$ cat config.mk
export PLATFORM = sky130hd
export DESIGN_NAME = lane_result_streamer
export DESIGN_NICKNAME = d
export VERILOG_FILES = /design/src/rtl/lane_result_streamer_pkg.sv /design/src/rtl/lane_result_streamer_fifo.sv /design/src/rtl/lane_result_streamer.sv
export SDC_FILE = /design/constraint.sdc
export NUM_CORES = 1
export LEC_CHECK = 0
export BUFFER_PORTS_ARGS = -buffer_cell sky130_fd_sc_hd__clkbuf_2
export CORE_ASPECT_RATIO = 1.4
export CORE_MARGIN = 1.5
export CORE_UTILIZATION = 55
export CTS_BUF_LIST = sky130_fd_sc_hd__clkbuf_16
export DETAILED_ROUTE_END_ITERATION = 12
export PLACE_DENSITY = 0.76
export SLEW_MARGIN = 0
export SYNTH_ARGS = -nofsm -noshare
export SYNTH_HDL_FRONTEND = slang
export SYNTH_SLANG_ARGS = --single-unit
$ cat constraint.sdc
create_clock -name clk -period 3.76 [get_ports clk]
set_input_delay 0.188 -clock clk [delete_from_list [all_inputs] [get_ports clk]]
set_output_delay 0.188 -clock clk [all_outputs]
set_load 0.01 [all_outputs]
$ cat src/rtl/lane_result_streamer_pkg.sv
// Shared constants and types for the lane result streamer: frame geometry
// defaults, FSM encodings and the beat record that travels through the FIFO.
package lane_result_streamer_pkg;

  localparam int DEF_OUT_WIDTH  = 64;
  localparam int DEF_OUT_HEIGHT = 32;
  localparam int NUM_LANES      = 8;

  localparam logic [1:0] ST_IDLE   = 2'd0;
  localparam logic [1:0] ST_STREAM = 2'd1;
  localparam logic [1:0] ST_REARM  = 2'd2;

  typedef struct packed {
    logic                 tuser;
    logic                 tlast;
    logic [NUM_LANES-1:0] data;
  } beat_t;

endpackage

$ cat src/rtl/lane_result_streamer_fifo.sv
// Tiny first-word-fall-through FIFO; the head entry is presented on rd_data
// whenever the FIFO is not empty.
module sync_small_fifo #(
  parameter int WIDTH = 10,
  parameter int DEPTH = 2,
  localparam int CNT_W = $clog2(DEPTH + 1),
  localparam int PTR_W = (DEPTH > 1) ? $clog2(DEPTH) : 1
) (
  input  logic             clk,
  input  logic             rst,
  input  logic             push,
  input  logic [WIDTH-1:0] wr_data,
  input  logic             pop,
  output logic [WIDTH-1:0] rd_data,
  output logic [CNT_W-1:0] count,
  output logic             empty,
  output logic             full
);

  logic [WIDTH-1:0] mem_reg [DEPTH];
  logic [PTR_W-1:0] wr_ptr_reg;
  logic [PTR_W-1:0] rd_ptr_reg;
  logic [CNT_W-1:0] count_reg;
  logic             do_pop;
  logic             do_push;

  assign empty   = (count_reg == '0);
  assign full    = (count_reg == CNT_W'(DEPTH));
  assign count   = count_reg;
  assign rd_data = mem_reg[rd_ptr_reg];
  assign do_pop  = pop && !empty;
  assign do_push = push && (!full || do_pop);

  function automatic logic [PTR_W-1:0] ptr_inc(input logic [PTR_W-1:0] p);
    return (p == PTR_W'(DEPTH - 1)) ? '0 : p + PTR_W'(1);
  endfunction

  always_ff @(posedge clk or posedge rst) begin
    if (rst) begin
      wr_ptr_reg <= '0;
      rd_ptr_reg <= '0;
      count_reg  <= '0;
      for (int i = 0; i < DEPTH; i++) mem_reg[i] <= '0;
    end else begin
      if (do_push) begin
        mem_reg[wr_ptr_reg] <= wr_data;
        wr_ptr_reg          <= ptr_inc(wr_ptr_reg);
      end
      if (do_pop) rd_ptr_reg <= ptr_inc(rd_ptr_reg);
      count_reg <= count_reg + CNT_W'(do_push) - CNT_W'(do_pop);
    end
  end

endmodule

$ cat src/rtl/lane_result_streamer.sv
// Streams one finished lane-mask frame from the result BRAM onto an AXI4-Stream
// master in raster order, once per rising frame-valid level, under backpressure.
module lane_result_streamer
  import lane_result_streamer_pkg::*;
#(
  parameter int OUT_WIDTH  = DEF_OUT_WIDTH,
  parameter int OUT_HEIGHT = DEF_OUT_HEIGHT,
  parameter int RD_LATENCY = 1
) (
  input  logic                                    clk,
  input  logic                                    rst,
  input  logic                                    i_frame_valid,
  output logic                                    bram_rd_en,
  output logic [$clog2(OUT_WIDTH*OUT_HEIGHT)-1:0] bram_rd_addr,
  input  logic [NUM_LANES-1:0]                    bram_rd_data,
  output logic [NUM_LANES-1:0]                    m_axis_tdata,
  output logic                                    m_axis_tvalid,
  input  logic                                    m_axis_tready,
  output logic                                    m_axis_tuser,
  output logic                                    m_axis_tlast,
  output logic                                    frame_done,
  output logic                                    busy
);

  localparam int N          = OUT_WIDTH * OUT_HEIGHT;
  localparam int AW         = $clog2(N);
  localparam int CW         = AW + 1;
  localparam int COLW       = $clog2(OUT_WIDTH);
  localparam int FIFO_DEPTH = RD_LATENCY + 1;
  localparam int FCW        = $clog2(FIFO_DEPTH + 1);

  logic [1:0]      state_reg;
  logic [CW-1:0]   rd_addr_reg;
  logic [CW-1:0]   out_cnt_reg;
  logic [COLW-1:0] col_reg;
  logic            frame_done_reg;
  logic            vld_sr_reg  [RD_LATENCY];
  logic [1:0]      meta_sr_reg [RD_LATENCY];

  logic            streaming;
  logic            pop;
  logic            last_col;
  logic            last_pixel;
  logic [FCW:0]    inflight;
  logic [FCW:0]    occupancy;
  logic [FCW-1:0]  fifo_count;
  logic            fifo_empty;
  logic            fifo_full;
  beat_t           fifo_wr;
  beat_t           fifo_rd;

  assign streaming  = (state_reg == ST_STREAM);
  assign pop        = m_axis_tvalid && m_axis_tready;
  assign last_col   = (col_reg == COLW'(OUT_WIDTH - 1));
  assign last_pixel = (out_cnt_reg == CW'(N - 1));

  always_comb begin
    inflight = '0;
    for (int i = 0; i < RD_LATENCY; i++) inflight = inflight + (FCW+1)'(vld_sr_reg[i]);
  end

  // A beat leaving this cycle frees its slot, which keeps one issue per cycle
  // sustainable with tready held high.
  assign occupancy  = (FCW+1)'(fifo_count) + inflight - (FCW+1)'(pop);
  assign bram_rd_en = streaming && (rd_addr_reg < CW'(N)) && (occupancy < (FCW+1)'(FIFO_DEPTH));
  assign bram_rd_addr = rd_addr_reg[AW-1:0];

  for (genvar gi = 0; gi < RD_LATENCY; gi++) begin : g_rd_pipe
    if (gi == 0) begin : g_head
      always_ff @(posedge clk or posedge rst) begin
        if (rst) begin
          vld_sr_reg[gi]  <= 1'b0;
          meta_sr_reg[gi] <= '0;
        end else begin
          vld_sr_reg[gi]  <= bram_rd_en;
          meta_sr_reg[gi] <= {(rd_addr_reg == '0), last_col};
        end
      end
    end else begin : g_tail
      always_ff @(posedge clk or posedge rst) begin
        if (rst) begin
          vld_sr_reg[gi]  <= 1'b0;
          meta_sr_reg[gi] <= '0;
        end else begin
          vld_sr_reg[gi]  <= vld_sr_reg[gi-1];
          meta_sr_reg[gi] <= meta_sr_reg[gi-1];
        end
      end
    end
  end

  assign fifo_wr = '{tuser: meta_sr_reg[RD_LATENCY-1][1],
                     tlast: meta_sr_reg[RD_LATENCY-1][0],
                     data:  bram_rd_data};

  sync_small_fifo #(
    .WIDTH($bits(beat_t)),
    .DEPTH(FIFO_DEPTH)
  ) u_fifo (
    .clk     (clk),
    .rst     (rst),
    .push    (vld_sr_reg[RD_LATENCY-1]),
    .wr_data (fifo_wr),
    .pop     (pop),
    .rd_data (fifo_rd),
    .count   (fifo_count),
    .empty   (fifo_empty),
    .full    (fifo_full)
  );

  a_no_overflow: assert property (@(posedge clk) disable iff (rst)
    !(vld_sr_reg[RD_LATENCY-1] && fifo_full && !pop));

  // Exit is keyed on delivered beats, since the last read is issued while
  // earlier pixels are still in flight.
  always_ff @(posedge clk or posedge rst) begin
    if (rst) begin
      state_reg      <= ST_IDLE;
      rd_addr_reg    <= '0;
      col_reg        <= '0;
      out_cnt_reg    <= '0;
      frame_done_reg <= 1'b0;
    end else begin
      frame_done_reg <= 1'b0;
      case (state_reg)
        ST_IDLE: begin
          rd_addr_reg <= '0;
          col_reg     <= '0;
          out_cnt_reg <= '0;
          if (i_frame_valid) state_reg <= ST_STREAM;
        end
        ST_STREAM: begin
          if (bram_rd_en) begin
            rd_addr_reg <= rd_addr_reg + CW'(1);
            col_reg     <= last_col ? '0 : col_reg + COLW'(1);
          end
          if (pop) begin
            out_cnt_reg <= out_cnt_reg + CW'(1);
            if (last_pixel) begin
              frame_done_reg <= 1'b1;
              state_reg      <= ST_REARM;
            end
          end
        end
        ST_REARM: if (!i_frame_valid) state_reg <= ST_IDLE;
        default:  state_reg <= ST_IDLE;
      endcase
    end
  end

  assign m_axis_tvalid = !fifo_empty;
  assign m_axis_tdata  = fifo_rd.data;
  assign m_axis_tuser  = fifo_rd.tuser;
  assign m_axis_tlast  = fifo_rd.tlast;
  assign frame_done    = frame_done_reg;
  assign busy          = streaming;

endmodule
# --- Word-level counts from Yosys, hierarchy flattened ---
# Cells that the tools add are included.
# Widths: inputs -> output; s select.
word_totals:
  regBits: 60
  out_inout_bits: 25
op_classes:
  add_sub_neg: 9
  magnitude_cmp: 5
  n_eq_ne: 10
  n_mux: 23
  n_bitwise: 2
  reduce_logical: 16
op_table:
  columns: ["cell", "n"]
  rows:
  - ["$pmux 12 s2", 2]
  - ["$mux 10", 4]
  - ["$add 12x1->12 const B", 2]
  - ["$mux 12", 2]
  - ["$bwmux 20", 1]
  - ["$eq 12x11->1 const B", 1]
  - ["$logic_not 12->1", 1]
  - ["$lt 12x12->1 const B", 1]
  - ["$mux 6", 2]
  - ["$pmux 6 s2", 1]
  - ["$demux 10 s1", 1]
  - ["$mux 2", 4]
  - ["$add 6x1->6 const B", 1]
  - ["$eq 6x6->1 const B", 1]
  - ["$logic_and 1x1->1", 6]
  - ["$ne 2x2->1 const B", 3]
  - ["$pmux 2 s3", 1]
  - ["$mux 1", 5]
  - ["$eq 2x2->1 const B", 2]
  - ["$ge 2x2->1 const B", 2]
  - ["$logic_not 2->1", 2]
  - ["$ne 2x1->1 const B", 2]
  - ["$not 1->2", 2]
  - ["$reduce_and 2->1", 2]
  - ["other kinds (12)", 14]

# --- Logic depth before layout (Yosys ltp) ---
# Gate-level depths: netlist of run 1.
depth:
  word_depth: 8
  ltp_mapped: 12
  mapped_depth_nobuf: 11

# --- Modules after synthesis ---
# A second synthesis of run 1 with hierarchy kept.
unflattened:
  cells_unflattened: 272
  hier_area_um2: 3020.4
by_module_without_submodules:
  columns: ["module", "n_inst", "cells_each", "area_per_inst_um2", "seq_area_each_um2"]
  rows:
  - ["lane_result_streamer", 1, 196, 1920.6, 900.9]
  - ["sync_small_fifo", 1, 76, 1099.8, 600.6]

# --- Worst setup path after synthesis of run 1 ---
# OpenSTA, ideal clock, no wires.
synth_timing:
  path_type: "register -> register"
  start: "register u_fifo.count_reg[1] (netlist: u_fifo.count[1])"
  end: "register col_reg[5]"
  setup_ns: 0.082
  arrival_ns: 2.682
  setup_slack_ns: 0.996
  stages_incl_launch_ff: 13
  n_path_buf: 1
  period_less_slack_ns: 2.764
  path_cell_list: "dfrtp_1 > o21ai_2 > inv_2 > ha_1 > inv_1 > nand2_1 > fa_1 > nor4bb_1 > buf_2 > nand2_1 > inv_1 > a41oi_1 > a31oi_1"
synth_between:
  elab_chain_cells: 8
  word_cells_on_any_way: 9
  classes_between: "2 x add/sub; 1 x order compare; 1 x eq/ne; 5 x reduce/logical"
synth_rtl:
  columns: ["element", "line", "source"]
  rows:
  - ["start: declaration", "lane_result_streamer_fifo.sv:23", "logic [CNT_W-1:0] count_reg;"]
  - ["start signal: assignment", "lane_result_streamer_fifo.sv:50", "count_reg <= count_reg + CNT_W'(do_push) - CNT_W'(do_pop);"]
  - ["branches (longest 3 deep; another with $add 2x1->3)", null, null]
  - ["$sub 3x1->3 *", "lane_result_streamer.sv:64", "assign occupancy = (FCW+1)'(fifo_count) + inflight - (FCW+1)'(pop);"]
  - ["$lt 3x2->1 *", "lane_result_streamer.sv:65", "assign bram_rd_en = streaming && (rd_addr_reg < CW'(N)) && (occupancy < (FCW+1)'(FIFO_DEPTH));"]
  - ["$logic_and 1x1->1 *", "lane_result_streamer.sv:65", null]
  - ["named net bram_rd_en", "lane_result_streamer.sv:13", "output logic bram_rd_en,"]
  - ["$ne 2x2->1 (no line) *", null, null]
  - ["$reduce_and 2->1 (no line) *", null, null]
  - ["end signal: assignment", "lane_result_streamer.sv:135", "col_reg <= last_col ? '0 : col_reg + COLW'(1);"]
  - ["end: declaration", "lane_result_streamer.sv:35", "logic [COLW-1:0] col_reg;"]
# Mark *: on every way through the listed nets, which the timed path passes.
# A chain may end at the register's enable or synchronous reset.

# --- Final worst setup path of run 1 ---
layout_timing:
  start: "register u_fifo.count_reg[1] (netlist: u_fifo.count[1])"
  end: "output port bram_rd_en"
layout_between:
  elab_chain_cells: 6
  word_cells_on_any_way: 7
  classes_between: "2 x add/sub; 1 x order compare; 4 x reduce/logical"
layout_rtl:
  columns: ["element", "line"]
  rows:
  - ["branches (longest 3 deep; another with $add 2x1->3)", null]
  - ["$sub 3x1->3 *", "lane_result_streamer.sv:64"]
  - ["$lt 3x2->1 *", "lane_result_streamer.sv:65"]
  - ["$logic_and 1x1->1 *", "lane_result_streamer.sv:65"]
  - ["end: declaration", "lane_result_streamer.sv:13"]
# Every way passes the cells marked *.

==> impl_metrics.toml, run 1 <==
[logic_synthesis]
syn_inst = 270
synthArstFlopShare = 1.00
synth_edf_count = 0
syn_area_per_cell_um2 = 11.2
yosysUniqueCellTypes = 46
synth_ff_type = "dfrtp_1"
synth_area_leaders = "dfrtp_1 50%, mux2_2 12%, nand2_1 3.2%, buf_4 2.7%, ha_1 2.5%"
yosys_warnings = 0
syn_nets = 289
yosysSeqAreaShare = 0.497
synth_top_area_cell = "dfrtp_1"
synthesis.area_um2 = 3020
yosysMostFrequentCell = "dfrtp_1"
ys_ff_latch = 60
synth_top_cell_area_share = 0.497
synth_common_cells = "60 x dfrtp_1, 31 x mux2_2, 26 x nand2_1"

[detailed_routing]
wl_um = 5650
dr.pass1.iters = 4
initialDrtViolationCount = 96
postRouteAntennaNets = 0
drc = 0
vias = 2112
vias_per_cell = 5.69
wl_per_cell_um = 15.2

[placed_design]
place_congestion = 0.867
place_ws_ps = 765
io_buffers = 36
dpl.hpwl_um = 3890
dpl_cell_area_um2 = 3170

[sta]
tightest_slew_ps = 732
maxSlewHeadroom = 0.512
layout_setup_ws_ps = 422
finalSetupViolCount = 0
timing.hold.ws_ps = 46.1
fmax_ghz = 0.300
hold_viol_final = 0
finalMaxSlewViolations = 0
fin_skew_ps = 5.08
rsz0062_at_grt = "false"
period_share = 0.888
period_needed_ps = 3340
fin_tns_setup_ps = 0

[floorplanning]
die_x_um = 65.6
die_y_um = 90.7
rows = 31
ioPinCount = 37
start_util = 0.577
die_area_um2 = 5950
core_area_um2 = 5240

[worst_setup_path]
worstPathRequired_ps = 3570
crit_fanout = 9
critPathCaptureType = "primary output"
crit_type = "reg2out"
arrival_ps = 3150
start_kind = "flip-flop"

[clock_network]
cts_resized = 0
insertion_delay_ps = 320
clockRootBuffer = "clkbuf_16"
cts.path.max_buffers = 2
numCtsBuffers = 9
cts_tree = "built"
cts_sinks = 60
cts_htree_levels = 3
post_cts_buffers = 0
path_clk_slew_ps = 50
hold_buffers = 0

[power_and_ir_drop]
ir_drop_mv = 0.529
leakagePower_nw = 1.65
power.density_nw_per_um2 = 797

[grt]
grtUsageTotal = 0.205
overflow = 0
grt_first_pass_wirelength_um = 9230
grt_pass1_vias = 1970
grt_max_degree = 61
antenna_found_initial = 0

[finish]
final_core_util = 0.655
area_growth_pct = 13.5
layout-drive-gt1-share = 0.318
final_cell_area_um2 = 3430
diodes = 0
largest_reg_flops = 20
fin_nets = 319

[flow_run]
cap_violations = 0

[min_path]
hp-class = "in2async"

[run_status]
status = "finished, final reports clean"
worst paths after layout:
path                            cells past startpoint  slack (ps)                 to       startpoint
max in group asynchronous                           3        3220  u_fifo.mem_reg[2]              rst
min in group clk                                    2         110  u_fifo.mem_reg[7]  bram_rd_data[7]
worst max register to register                     12         720         col_reg[5]  u_fifo.count[1]
worst min register to register                      1         480         col_reg[5]       col_reg[5]
worst max-delay path                               11         420         bram_rd_en  u_fifo.count[1]
worst min-delay path                                3          50  u_fifo.mem_reg[4]              rst
cell type report:
cell class	instances	area [µm²]
fillers	423	1810
flip-flops and latches	60	1500
multi-input cells	180	1350
clock buffers	9	225
repair buffers	39	203
well taps	66	82.6
inverters	10	37.5
clock inverters	7	33.8
per-layer routing:
layer,up-vias,GRT usage,wire length [µm]
li1,1028,-,-
met1,1017,0.266,2570
met2,57,0.320,2770
met3,10,0.0449,205
met4,0,0.0990,111
met5,-,0,0
cell families after synthesis:
group / count (synthesis) / synth area share
adders and majority gates: 7 / 0.0315
buffers and inverters: 30 / 0.0571
and+or+nand+nor: 92 / 0.164
AOI/OAI and AO/OA: 31 / 0.0749
DFF: 60 / 0.497
xor gates and xnor gates: 13 / 0.0402
muxes: 37 / 0.135
where the power goes:
group	internal, W	total (W)	switching, W
clock	0.000433	0.000701	0.000268
sequential	0.000860	0.00106	0.000204
combinational	0.000491	0.000969	0.000478
cell usage in the layout (no fill, tap or decap), drive strengths merged, types with 2 or more instances in the layout:
master and instances:
and3 7, or4 5, or2 2, a21oi 3, o21bai 2, mux2i 6, o31ai 5, xor2 8
o211ai 2, buf 3, and4 3, clkbuf 45, and2 3, nand4 9, nor2 15, nand3 9
inv 10, a41oi 2, xnor2 5, a31o 2, ha 6, dfrtp 60, a31oi 3, nand2 27
nor4b 2, o21ai 8, clkinv 6, nand2b 3, mux2 31, nor4 4
worst max-delay path, cell delays in order, from the launching register on:
cell and delay (ps):
dfrtp_1 490, o21ai_2 260, inv_2 110, ha_1 280
inv_1 70, nand2_1 60, fa_1 590, nor4bb_1 320
buf_4 200, nand2_1 90, inv_1 170, clkbuf_2 170
through the flow:
step,instances,power (W)
5_1_grt,371,0.00291
3_5_place_dp,355,0.00204
3_3_place_gp,355,0.00200
6_report,371,0.00273
2_1_floorplan,270,0.00180
4_1_cts,371,0.00276
No activity file was read; power rests on OpenSTA's default activity.
==> run 2: changes to the inputs <==
==> constraint.sdc (replaced) <==
create_clock -name clk -period 3.76 [get_ports clk]
set_input_delay 0.188 -clock clk [delete_from_list [all_inputs] [get_ports clk]]
set_output_delay 0.188 -clock clk [all_outputs]
set_load 0.02 [all_outputs]
==> impl_metrics.toml, run 2 (synthesis gave the netlist of run 1 again) <==
[detailed_routing]
vias = 2139
wl_um = 5740
drc = 0
postRouteAntennaNets = 0
initialDrtViolationCount = 99
vias_per_cell = 5.80
wl_per_cell_um = 15.6
dr.pass1.iters = 4

[min_path]
hp-class = "in2reg"
min_path_cells = 3

[sta]
finalMaxSlewViolations = 0
period_share = 0.902
hold_viol_final = 0
maxSlewHeadroom = 0.518
fmax_ghz = 0.295
timing.hold.ws_ps = 116
tightest_slew_ps = 722
fin_tns_setup_ps = 0
finalSetupViolCount = 0
rsz0062_at_grt = "false"
fin_skew_ps = 4.15
period_needed_ps = 3390

[finish]
largest_reg_flops = 20
final_common_cell = "dfrtp_1"
stdcell_count = 369
layout_common_cells = "60 x dfrtp_1, 36 x clkbuf_2, 31 x mux2_2"
final_core_util = 0.653
area_growth_pct = 13.2
layout-drive-gt1-share = 0.310
fin_nets = 319
diodes = 0

[floorplanning]
die_area_um2 = 5950
core_area_um2 = 5240
start_util = 0.577
die_y_um = 90.7
die_x_um = 65.6
ioPinCount = 37
rows = 31

[clock_network]
clockRootBuffer = "clkbuf_16"
numCtsBuffers = 9
cts_htree_levels = 3
cts.path.max_buffers = 2
insertion_delay_ps = 320
cts_resized = 0
cts_sinks = 60
hold_buffers = 1
path_clk_slew_ps = 50
post_cts_buffers = 0
cts_tree = "built"

[flow_run]
cap_violations = 0

[worst_setup_path]
arrival_ps = 3200
start_kind = "flip-flop"
crit_type = "reg2out"
critPathCaptureType = "primary output"
rr_worst_depth = 10
worstPathRequired_ps = 3570
crit_fanout = 9

[grt]
antenna_found_initial = 0
grt_pass1_vias = 2122
grt_max_degree = 33
grt_first_pass_wirelength_um = 9520
grtUsageTotal = 0.209
overflow = 0

[placed_design]
dp.cells = 354
place_congestion = 0.836
io_buffers = 36
dpl.hpwl_um = 3990

[power_and_ir_drop]
ir_drop_mv = 0.428
leakagePower_nw = 1.64
power.density_nw_per_um2 = 812

[run_status]
status = "finished, final reports clean"
[run 2: cell type report]
class	instances	area (µm²)
clock buffer	9	225
clock inverter	5	21.3
fill	418	1820
inverter	10	37.5
multi-input combinational	180	1350
sequential	60	1500
tap	66	82.6
timing repair buffer	39	205
[run 2: path summary, 6_finish.rpt]
path,from,endpoint,slack (ps)
hold reg to reg,col_reg[5],col_reg[5],490
setup reg to reg,u_fifo.count[1],rd_addr_reg[10],500
max in group asynchronous,rst,col_reg[2],2450
hold / removal,i_frame_valid,state_reg[1],120
min in group asynchronous,rst,u_fifo.mem_reg[4],480
setup / recovery,u_fifo.count[1],bram_rd_en,370
[run 2: layer usage]
metal	wire length, µm	track usage
met5	0	0
met4	137	0.0990
met3	277	0.0711
met2	2840	0.328
met1	2480	0.254
[run 2: where the power goes]
| part | internal (W) | total [W] | switching (W) | leakage (nW) |
|---|---|---|---|---|
| logic | 0.000475 | 0.00104 | 0.000562 | 0.758 |
| clock network | 0.000427 | 0.000680 | 0.000254 | 0.123 |
| registers | 0.000860 | 0.00106 | 0.000200 | 0.760 |
| total | 0.00176 | 0.00278 | 0.00102 | 1.64 |
[run 2: worst max-delay path: stages, from the launching register on]
cell,delay [ps]
dfrtp_1,490
o21ai_2,260
inv_2,120
ha_1,290
inv_1,70
nand2_1,60
fa_1,580
nor4bb_1,320
buf_4,200
nand2_1,90
inv_1,210
clkbuf_2,210
[run 2: stage by stage]
| stage | instance area (µm²) | total power, W | worst slack, ps |
|---|---|---|---|
| 6_report | 3420 | 0.00278 | 368 |
| 5_1_grt | 3420 | 0.00296 | 148 |
| 4_1_cts | 3420 | 0.00281 | 367 |
| 3_5_place_dp | 3160 | 0.00210 | 556 |
| 3_3_place_gp | 3160 | 0.00206 | 668 |
| 2_1_floorplan | 3020 | 0.00189 | 921 |
